==> src/rtl/riscuinho_lsu.sv <==
// Load/store unit sitting behind the integer ALU. Runs one data-memory access
// at a time over a request/ready bus, returning extended load data or issuing
// lane-aligned store strobes. Misaligned accesses never reach the bus; a
// stalled bus is abandoned after TIMEOUT cycles and reported through err.
//
// Bus handshake: mem_req is held high for the whole access, together with
// stable mem_addr/mem_we/mem_wstrb/mem_wdata. The access completes on the
// first rising edge where mem_req and mem_ready are both high; mem_ready at
// any other time is ignored.
module riscuinho_lsu #(
    parameter int DATA_WIDTH = 32,
    parameter int TIMEOUT    = 255
) (
    input  logic                  clk,
    input  logic                  reset,
    input  logic                  start,
    input  logic [15:0]           alu_op,
    input  logic [DATA_WIDTH-1:0] addr,
    input  logic [DATA_WIDTH-1:0] store_data,
    output logic                  busy,
    output logic                  done,
    output logic [DATA_WIDTH-1:0] load_data,
    output logic                  misaligned,
    output logic                  err,
    output logic                  mem_req,
    output logic                  mem_we,
    output logic [DATA_WIDTH-1:0] mem_addr,
    output logic [3:0]            mem_wstrb,
    output logic [DATA_WIDTH-1:0] mem_wdata,
    input  logic                  mem_ready,
    input  logic [DATA_WIDTH-1:0] mem_rdata
);

    localparam logic [15:0] OP_LB  = 16'h0003;
    localparam logic [15:0] OP_LH  = 16'h0083;
    localparam logic [15:0] OP_LW  = 16'h0103;
    localparam logic [15:0] OP_LBU = 16'h0203;
    localparam logic [15:0] OP_LHU = 16'h0283;
    localparam logic [15:0] OP_SB  = 16'h0023;
    localparam logic [15:0] OP_SH  = 16'h00A3;
    localparam logic [15:0] OP_SW  = 16'h0123;

    typedef enum logic [1:0] {
        IDLE   = 2'd0,
        ACCESS = 2'd1,
        RESP   = 2'd2
    } state_t;

    state_t                  state_q, state_d;
    logic [15:0]             op_q;
    logic [DATA_WIDTH-1:0]   addr_q;
    logic [DATA_WIDTH-1:0]   sd_q;
    logic [31:0]             cnt_q;

    logic                    op_ok, is_half_in, is_word_in, mis_in;
    logic                    accept, timeout_hit;
    logic                    is_store_q;
    logic [1:0]              off_q;
    logic [3:0]              wstrb_q;
    logic [DATA_WIDTH-1:0]   wdata_q;
    logic [DATA_WIDTH-1:0]   shifted;
    logic [DATA_WIDTH-1:0]   ext_data;

    // Decode the incoming op: legality and access size for the alignment check.
    always_comb begin
        op_ok      = 1'b0;
        is_half_in = 1'b0;
        is_word_in = 1'b0;
        case (alu_op)
            OP_LB, OP_LBU, OP_SB: op_ok = 1'b1;
            OP_LH, OP_LHU, OP_SH: begin
                op_ok      = 1'b1;
                is_half_in = 1'b1;
            end
            OP_LW, OP_SW: begin
                op_ok      = 1'b1;
                is_word_in = 1'b1;
            end
            default: ;
        endcase
    end

    assign mis_in = (is_half_in && addr[0]) || (is_word_in && (addr[1:0] != 2'b00));

    // Next-state logic; the timeout fires on the last allowed ACCESS cycle.
    always_comb begin
        state_d     = state_q;
        accept      = 1'b0;
        timeout_hit = 1'b0;
        case (state_q)
            IDLE: begin
                if (start && op_ok) begin
                    accept  = 1'b1;
                    state_d = mis_in ? RESP : ACCESS;
                end
            end
            ACCESS: begin
                if (mem_ready) begin
                    state_d = RESP;
                end else if ((TIMEOUT > 0) && (cnt_q == 32'(TIMEOUT - 1))) begin
                    timeout_hit = 1'b1;
                    state_d     = RESP;
                end
            end
            RESP:    state_d = IDLE;
            default: state_d = IDLE;
        endcase
    end

    assign off_q      = addr_q[1:0];
    assign is_store_q = (op_q == OP_SB) || (op_q == OP_SH) || (op_q == OP_SW);

    // Store lane strobes and replicated write data from the latched request.
    always_comb begin
        wstrb_q = 4'b0000;
        wdata_q = '0;
        case (op_q)
            OP_SB: begin
                wstrb_q = 4'b0001 << off_q;
                wdata_q = {4{sd_q[7:0]}};
            end
            OP_SH: begin
                wstrb_q = 4'b0011 << off_q;
                wdata_q = {2{sd_q[15:0]}};
            end
            OP_SW: begin
                wstrb_q = 4'b1111;
                wdata_q = sd_q;
            end
            default: ;
        endcase
    end

    // Load extraction: move the addressed lane to bit 0, then extend.
    always_comb begin
        shifted  = mem_rdata >> {off_q, 3'b000};
        ext_data = '0;
        case (op_q)
            OP_LB:   ext_data = {{24{shifted[7]}}, shifted[7:0]};
            OP_LBU:  ext_data = {24'h000000, shifted[7:0]};
            OP_LH:   ext_data = {{16{shifted[15]}}, shifted[15:0]};
            OP_LHU:  ext_data = {16'h0000, shifted[15:0]};
            OP_LW:   ext_data = mem_rdata;
            default: ext_data = '0;
        endcase
    end

    assign busy      = (state_q == ACCESS);
    assign done      = (state_q == RESP);
    assign mem_req   = (state_q == ACCESS);
    assign mem_we    = (state_q == ACCESS) && is_store_q;
    assign mem_addr  = (state_q == ACCESS) ? {addr_q[DATA_WIDTH-1:2], 2'b00} : '0;
    assign mem_wstrb = (state_q == ACCESS) ? wstrb_q : 4'b0000;
    assign mem_wdata = (state_q == ACCESS) ? wdata_q : '0;

    // State, request latch, timeout counter and the held result registers.
    always_ff @(posedge clk) begin
        if (reset) begin
            state_q    <= IDLE;
            op_q       <= '0;
            addr_q     <= '0;
            sd_q       <= '0;
            cnt_q      <= '0;
            load_data  <= '0;
            misaligned <= 1'b0;
            err        <= 1'b0;
        end else begin
            state_q <= state_d;
            if (accept) begin
                op_q   <= alu_op;
                addr_q <= addr;
                sd_q   <= store_data;
                cnt_q  <= '0;
                if (mis_in) begin
                    load_data  <= '0;
                    misaligned <= 1'b1;
                    err        <= 1'b0;
                end
            end
            if (state_q == ACCESS) begin
                if (mem_ready) begin
                    load_data  <= ext_data;
                    misaligned <= 1'b0;
                    err        <= 1'b0;
                end else if (timeout_hit) begin
                    load_data  <= '0;
                    misaligned <= 1'b0;
                    err        <= 1'b1;
                end else begin
                    cnt_q <= cnt_q + 32'd1;
                end
            end
        end
    end

endmodule
==> config.mk <==
export PLATFORM = sky130hd
export DESIGN_NAME = riscuinho_lsu
export DESIGN_NICKNAME = d
export VERILOG_FILES = /design/src/rtl/riscuinho_lsu.sv
export SDC_FILE = /design/constraint.sdc
export NUM_CORES = 1
export LEC_CHECK = 0
export ABC_CLOCK_PERIOD_IN_PS = 4240
export BUFFER_PORTS_ARGS = -buffer_cell sky130_fd_sc_hd__buf_2
export CORE_MARGIN = 10
export CORE_UTILIZATION = 56
export CTS_CLUSTER_DIAMETER = 100
export DETAILED_ROUTE_END_ITERATION = 7
export PLACE_DENSITY = 0.9
export SYNTH_ARGS = -nofsm -noshare
export SYNTH_HDL_FRONTEND = slang
export SYNTH_SLANG_ARGS = --single-unit
==> constraint.sdc <==
create_clock -name clk -period 4.24 [get_ports clk]
set_clock_uncertainty 0.05 [all_clocks]
set_input_delay 0.212 -clock clk [delete_from_list [all_inputs] [get_ports clk]]
set_output_delay 0.212 -clock clk [all_outputs]
set_load 0.005 [all_outputs]
== After elaboration in Yosys (flattened, before gate mapping) ==
Cells that the tools add are included.

* Add/sub/neg operators: 1
* Eq/ne operators: 21
* Shifts and indexed selects: 3
* Muxes and demuxes: 38
* Reductions and logical operators: 13

{| class="wikitable"
|+ Operator list
! cell !! number
|-
| $mux W32 || 11
|-
| $pmux W32 S5 || 1
|-
| $pmux W32 S3 || 1
|-
| $eq A16 B10 Y1 const B || 4
|-
| $eq A16 B8 Y1 const B || 4
|-
| $eq A16 B9 Y1 const B || 4
|-
| $add A32 B1 Y32 const B || 1
|-
| $eq A16 B2 Y1 const B || 2
|-
| $eq A16 B6 Y1 const B || 2
|-
| $eq A32 B8 Y1 const B || 1
|-
| $shr A32 B5 Y16 || 1
|-
| $mux W1 || 18
|-
| $pmux W4 S3 || 1
|-
| $mux W2 || 4
|-
| $reduce_or A8 Y1 || 1
|-
| $logic_and A1 B1 Y1 || 4
|-
| $mux W4 || 1
|-
| $pmux W2 S2 || 1
|-
| $shl A1 B2 Y4 const A || 1
|-
| $shl A2 B2 Y4 const A || 1
|-
| $logic_or A1 B1 Y1 || 3
|-
| $ne A3 B1 Y1 const B || 1
|-
| $reduce_or A3 Y1 || 1
|-
| $eq A2 B1 Y1 const B || 1
|-
| other kinds (6) || 6
|}

* Register bits: 148
* Input bits: 116
* Output and inout port bits: 106
* Logic and storage cells: 84

== Longest topological paths before layout ==
* Depth after elaboration: 10
* Gate-level depth with buffers: 9
* Mapped depth without buffers: 7

== Worst setup path after synthesis ==
Ideal clock, no wire load.

* Path kind: reg2reg
* From: register cnt_q[0]
* To: register load_data[10]
* Library setup time: 0.070 ns
* Data arrival time: 1.873 ns
* Data required time: 4.120 ns
* Setup slack: 2.247 ns
* Stages on the path, launching flop included: 9
* Path buffers: 1
* Period minus slack after synthesis: 1.993 ns
* Cell sequence: dfxtp_1 > inv_1 > ha_1 > nor4b_1 > nand4_1 > o21bai_1 > a211oi_2 > clkbuf_1 > o2bb2ai_1

* Longest elaborated chain between the ends: 7

{| class="wikitable"
|+ RTL lines
! what !! line !! source
|-
| start, declared || 53 || <nowiki>logic [31:0] cnt_q;</nowiki>
|-
| start signal, assigned || 190 || <nowiki>cnt_q <= cnt_q + 32'd1;</nowiki>
|-
| $eq A32 B8 Y1 || 100 || <nowiki>end else if ((TIMEOUT > 0) && (cnt_q == 32'(TIMEOUT - 1))) begin</nowiki>
|-
| $mux W1 || 100 ||
|-
| $mux W1 || 98 || <nowiki>if (mem_ready) begin</nowiki>
|-
| $mux W1 || 90 || <nowiki>case (state_q)</nowiki>
|-
| $mux W32 || 185 || <nowiki>end else if (timeout_hit) begin</nowiki>
|-
| $mux W32 || 181 || <nowiki>if (mem_ready) begin</nowiki>
|-
| $mux W32 || 180 || <nowiki>if (state_q == ACCESS) begin</nowiki>
|-
| end signal, assigned || 182 || <nowiki>load_data <= ext_data;</nowiki>
|-
| end, declared || 22 || <nowiki>output logic [DATA_WIDTH-1:0] load_data,</nowiki>
|}

No other way between the ends.
A chain may end at the register's enable or synchronous reset.

== Worst setup path in the final report ==
* From: register op_q[7]
* To: output port mem_wdata[14]

* Longest elaborated chain between the ends: 3
* Elaborated cells between the ends (all ways): 5
* Those cells by class: 3 x eq/ne; 2 x mux

{| class="wikitable"
|+ RTL lines
! what !! line !! source
|-
| start, declared || 50 || <nowiki>logic [15:0] op_q;</nowiki>
|-
| start signal, assigned || 170 || <nowiki>op_q <= alu_op;</nowiki>
|-
| $eq A16 B9 Y1, or another cell as far along || 117 || <nowiki>case (op_q)</nowiki>
|-
| $pmux W32 S3 (*) || 117 ||
|-
| $mux W32 (*) || 154 || <nowiki>assign mem_wdata = (state_q == ACCESS) ? wdata_q : '0;</nowiki>
|-
| end, declared || 29 || <nowiki>output logic [DATA_WIDTH-1:0] mem_wdata,</nowiki>
|}

Mark *: on every way between the ends. The rest lies on a longest branch, timed or not.

==> report_table.html <==
<table>
<tr><th>Metric</th><th>Value</th></tr>
<tr><th colspan="2">Power</th></tr>
<tr><td>Clock network fraction of total power</td><td>0.495</td></tr>
<tr><td>Net switching power</td><td>0.728 mW</td></tr>
<tr><td>Relative contribution of combinational cells to total power</td><td>0.055</td></tr>
<tr><td>Leak Pwr</td><td>3.71 nW</td></tr>
<tr><td>Internal power component</td><td>2.36 mW</td></tr>
<tr><td>Switching fraction of total power</td><td>0.236</td></tr>
<tr><td>Peak supply drop</td><td>0.000316 V</td></tr>
<tr><td>Power Density</td><td>324 mW/mm^2</td></tr>
<tr><td>Power share of the sequential group</td><td>0.450</td></tr>
<tr><th colspan="2">CTS</th></tr>
<tr><td>Root buffer selected by CTS</td><td>clkbuf_16</td></tr>
<tr><td>TritonCTS clock tree</td><td>yes</td></tr>
<tr><td>Clk slew on worst S/H paths</td><td>0.07 ns</td></tr>
<tr><td>Number of buffers inserted during clock tree synthesis</td><td>17</td></tr>
<tr><td>Count of H-tree levels built during CTS</td><td>4</td></tr>
<tr><td>Maximum count of clock buffers along a single path</td><td>2</td></tr>
<tr><td>Number of resized instances in the post-cts repair step</td><td>0</td></tr>
<tr><td>Clock insertion delay at the later pin of the skew report</td><td>0.43 ns</td></tr>
<tr><td>Number of clock sinks</td><td>148</td></tr>
<tr><th colspan="2">GRT</th></tr>
<tr><td>Combined global-route utilization of all metal layers</td><td>0.278</td></tr>
<tr><td>Pin count of the biggest net entering global routing</td><td>93</td></tr>
<tr><td>Overflow left after global routing</td><td>0</td></tr>
<tr><td>Number of antenna violations at the first check in global routing</td><td>2</td></tr>
<tr><td>Global-route wire length before repair</td><td>41.0 mm</td></tr>
<tr><td>Number of global-route vias before repair</td><td>7812</td></tr>
<tr><th colspan="2">Final layout</th></tr>
<tr><td>FILL cells</td><td>815</td></tr>
<tr><td>Layout overhead on the synthesized area</td><td>32.1%</td></tr>
<tr><td>Final net count</td><td>1244</td></tr>
<tr><td>Post-route insts no fill</td><td>1313</td></tr>
<tr><td>Final Core Density</td><td>0.756</td></tr>
<tr><td>Final design area excluding fillers</td><td>0.00955 mm^2</td></tr>
<tr><td>Layout cell share with drive strength beyond 1</td><td>0.275</td></tr>
<tr><th colspan="2">Die</th></tr>
<tr><td>Initial core utilization</td><td>0.573</td></tr>
<tr><td>Die area</td><td>0.0178 mm^2</td></tr>
<tr><td>Row cnt</td><td>41</td></tr>
<tr><td>Die W</td><td>134 um</td></tr>
<tr><td>Die height</td><td>134 um</td></tr>
<tr><td>Area inside the core boundary</td><td>0.0126 mm^2</td></tr>
<tr><td>I/O pin cnt</td><td>222</td></tr>
<tr><th colspan="2">Critical path</th></tr>
<tr><td>Critical path class</td><td>reg -&gt; out</td></tr>
<tr><td>Endpoint class of the critical path</td><td>output pin</td></tr>
<tr><td>Startpoint type of the worst setup path</td><td>flip-flop</td></tr>
<tr><td>Arr. time, crit path</td><td>2.92 ns</td></tr>
<tr><td>Required time of the critical path</td><td>3.98 ns</td></tr>
<tr><td>Worst-path fanout max</td><td>18</td></tr>
<tr><th colspan="2">STA</th></tr>
<tr><td>Remaining max-slew budget at the tightest pin</td><td>0.282</td></tr>
<tr><td>Endpoints failing setup</td><td>0</td></tr>
<tr><td>Slew Limit Fails</td><td>0</td></tr>
<tr><td>Slew at the pin with the worst max-slew slack</td><td>1.07 ns</td></tr>
<tr><td>Setup total negative slack</td><td>0 ns</td></tr>
<tr><td>Fin. Hold Viols</td><td>0</td></tr>
<tr><td>Setup repair after global routing missed its margin</td><td>false</td></tr>
<tr><td>Period utilisation layout</td><td>0.750</td></tr>
<tr><td>Peak Freq</td><td>315 MHz</td></tr>
<tr><td>Worst Hold Slack</td><td>0.00420 ns</td></tr>
<tr><td>Minimum period implied by the final worst setup slack</td><td>3.18 ns</td></tr>
<tr><th colspan="2">Synth</th></tr>
<tr><td>Count leader, synth</td><td>nand2_1</td></tr>
<tr><td>Synth cell types</td><td>66</td></tr>
<tr><td>Top_reg_cell synth</td><td>dfxtp_1</td></tr>
<tr><td>Synthesized instance count</td><td>881</td></tr>
<tr><td>Share of synthesized registers carrying an async set or reset</td><td>0</td></tr>
<tr><td>Post-synthesis cell area</td><td>0.00723 mm^2</td></tr>
<tr><td>Flip-flop and latch count after synthesis</td><td>148</td></tr>
<tr><td>Most instantiated cells after synthesis</td><td>nand2_1 (179), dfxtp_1 (148), a21oi_1 (107), and2_1 (49), nor2_1 (45)</td></tr>
<tr><td>Synth area leaders</td><td>dfxtp_1 (41%), nand2_1 (9.3%), a21oi_1 (7.4%)</td></tr>
<tr><td>Syn Area/Cell</td><td>8.20 um^2</td></tr>
<tr><td>Post-synth EDFFs</td><td>0</td></tr>
<tr><td>Synth warn</td><td>0</td></tr>
<tr><td>Post-synth top area share</td><td>0.410</td></tr>
<tr><td>Cell type contributing the most total cell area after synthesis</td><td>dfxtp_1</td></tr>
<tr><td>Portion of the post-synthesis area used by sequential elements</td><td>0.410</td></tr>
<tr><th colspan="2">Run status</th></tr>
<tr><td>Result of the run</td><td>finished, violations left</td></tr>
<tr><td>Violated checks</td><td>design-rule violations</td></tr>
<tr><th colspan="2">Detailed routing</th></tr>
<tr><td>Routed wire length</td><td>25.8 mm</td></tr>
<tr><td>Met1 wire length</td><td>9.42 mm</td></tr>
<tr><td>Via count</td><td>7996</td></tr>
<tr><td>Via-per-instance ratio</td><td>6.09</td></tr>
<tr><td>Uppermost metal layer occupied by signal nets</td><td>met4</td></tr>
<tr><td>Iter 0 DRT Violations</td><td>1113</td></tr>
<tr><td>Post-route antenna net violation count</td><td>0</td></tr>
<tr><td>Met2 wirelength from detailed routing</td><td>12.4 mm</td></tr>
<tr><td>Detailed-routed wire length on met3</td><td>2.82 mm</td></tr>
<tr><td>DRC errors left</td><td>2</td></tr>
<tr><td>Iteration count of the initial detailed-routing pass</td><td>8</td></tr>
<tr><td>Post-DR wirelength/cell</td><td>19.6 um</td></tr>
<tr><th colspan="2">Place</th></tr>
<tr><td>Final RePlAce weighted congestion</td><td>0.929</td></tr>
<tr><td>Buffers added on ports</td><td>219</td></tr>
<tr><td>DP Wirelength</td><td>15.7 mm</td></tr>
<tr><td>Dpl cell area</td><td>0.00836 mm^2</td></tr>
<tr><td>Cell Count Post-Placement</td><td>1220</td></tr>
<tr><th colspan="2">Hold path</th></tr>
<tr><td>Class of the worst hold path</td><td>in -&gt; reg</td></tr>
<tr><th colspan="2">Flow run</th></tr>
<tr><td>Max Cap Violations</td><td>0</td></tr>
</table>
[critical path: stages (launching register included)]
cell and delay [ns]:
dfxtp_1 0.81, inv_1 0.25, nor4_1 0.88, o21ai_0 0.20
a21oi_1 0.20, buf_2 0.14
[placed cells by master, fill, tap and decap left out, types with 15 or more instances in the layout]
master and instances:
buf_2 219, nand2_1 178, dfxtp_1 148, a21oi_1 107, dlygate4sd3_1 59, and2_1 49
nor2_1 43, a22oi_1 31, o2bb2ai_1 22, nand3_1 21, o21ai_0 21, mux2_2 17
clkbuf_16 17, nand4_1 15
[cell type report]
| class | instances | area (um^2) | share of cell area |
|---|---|---|---|
| multi-input cells | 657 | 3940 | 0.413 |
| repair buffers | 292 | 1790 | 0.188 |
| diodes | 2 | 5.00 | 0.000524 |
| clock buffers | 17 | 425 | 0.0446 |
| inverters | 10 | 37.5 | 0.00393 |
| flip-flops and latches | 148 | 2960 | 0.310 |
| clock inverters | 15 | 169 | 0.0177 |
| well taps | 172 | 215 | 0.0225 |
[per-stage QoR]
step	power (mW)	worst slack, ns
6_report	3.09	1.06
4_1_cts	3.08	1.25
3_5_place_dp	1.54	1.44
3_3_place_gp	1.54	1.53
2_1_floorplan	1.47	2.25
5_1_grt	3.16	0.914
[power by group through the flow]
stage / combinational [mW] / clock (mW) / sequential, mW
after floorplan: 0.0452 / 0 / 1.42
after global placement: 0.117 / 0 / 1.42
after detailed placement: 0.119 / 0 / 1.42
after CTS: 0.162 / 1.53 / 1.39
after global routing: 0.181 / 1.59 / 1.39
final: 0.169 / 1.53 / 1.39
[sequential cells by signal, summed over array words and instances, names as in the netlist]
name	flops
misaligned	1
sd_q	32
load_data	32
state_q	2
cnt_q	32
addr_q	32
err	1
op_q	16
[logic make-up (layout without fill, tap and decap cells)]
kind of cell               Yosys count  in the layout  synth area share
DFF                                148            148             0.410
adders and majority gates            2              2           0.00346
xor gates and xnor gates             7              7           0.00848
and+or+nand+nor                    378            378             0.257
AOI/OAI and AO/OA                  236            236             0.222
muxes                               32             32            0.0490
buffers and inverters               77            334            0.0488
other                                1              4          0.000519
[worst paths after layout]
kind / startpoint / endpoint / slack (ns) / cells after the start
worst max register to register: op_q[7]$_SDFFE_PP0P_ / load_data[22]$_SDFF_PP0_ / 1.31 / 5
worst max-delay path: op_q[7]$_SDFFE_PP0P_ / mem_wdata[14] / 1.06 / 5
worst min register to register: addr_q[11]$_SDFFE_PP0P_ / addr_q[11]$_SDFFE_PP0P_ / 0.40 / 2
worst min-delay path: addr[28] / addr_q[28]$_SDFFE_PP0P_ / 0.004 / 3
[per-layer routing]
layer  track usage  up-vias
met5             0        -
met1         0.319     3740
met3        0.0880      106
li1              -     3627
met4         0.136        0
met2         0.458      523
[repair_timing]
action	in CTS	in global routing
hold buffers	59	0
setup buffers	0	0
endpoints found under the setup margin	0	0
hold endpoints to repair	59	0
No activity file was read; power rests on OpenSTA's default activity.
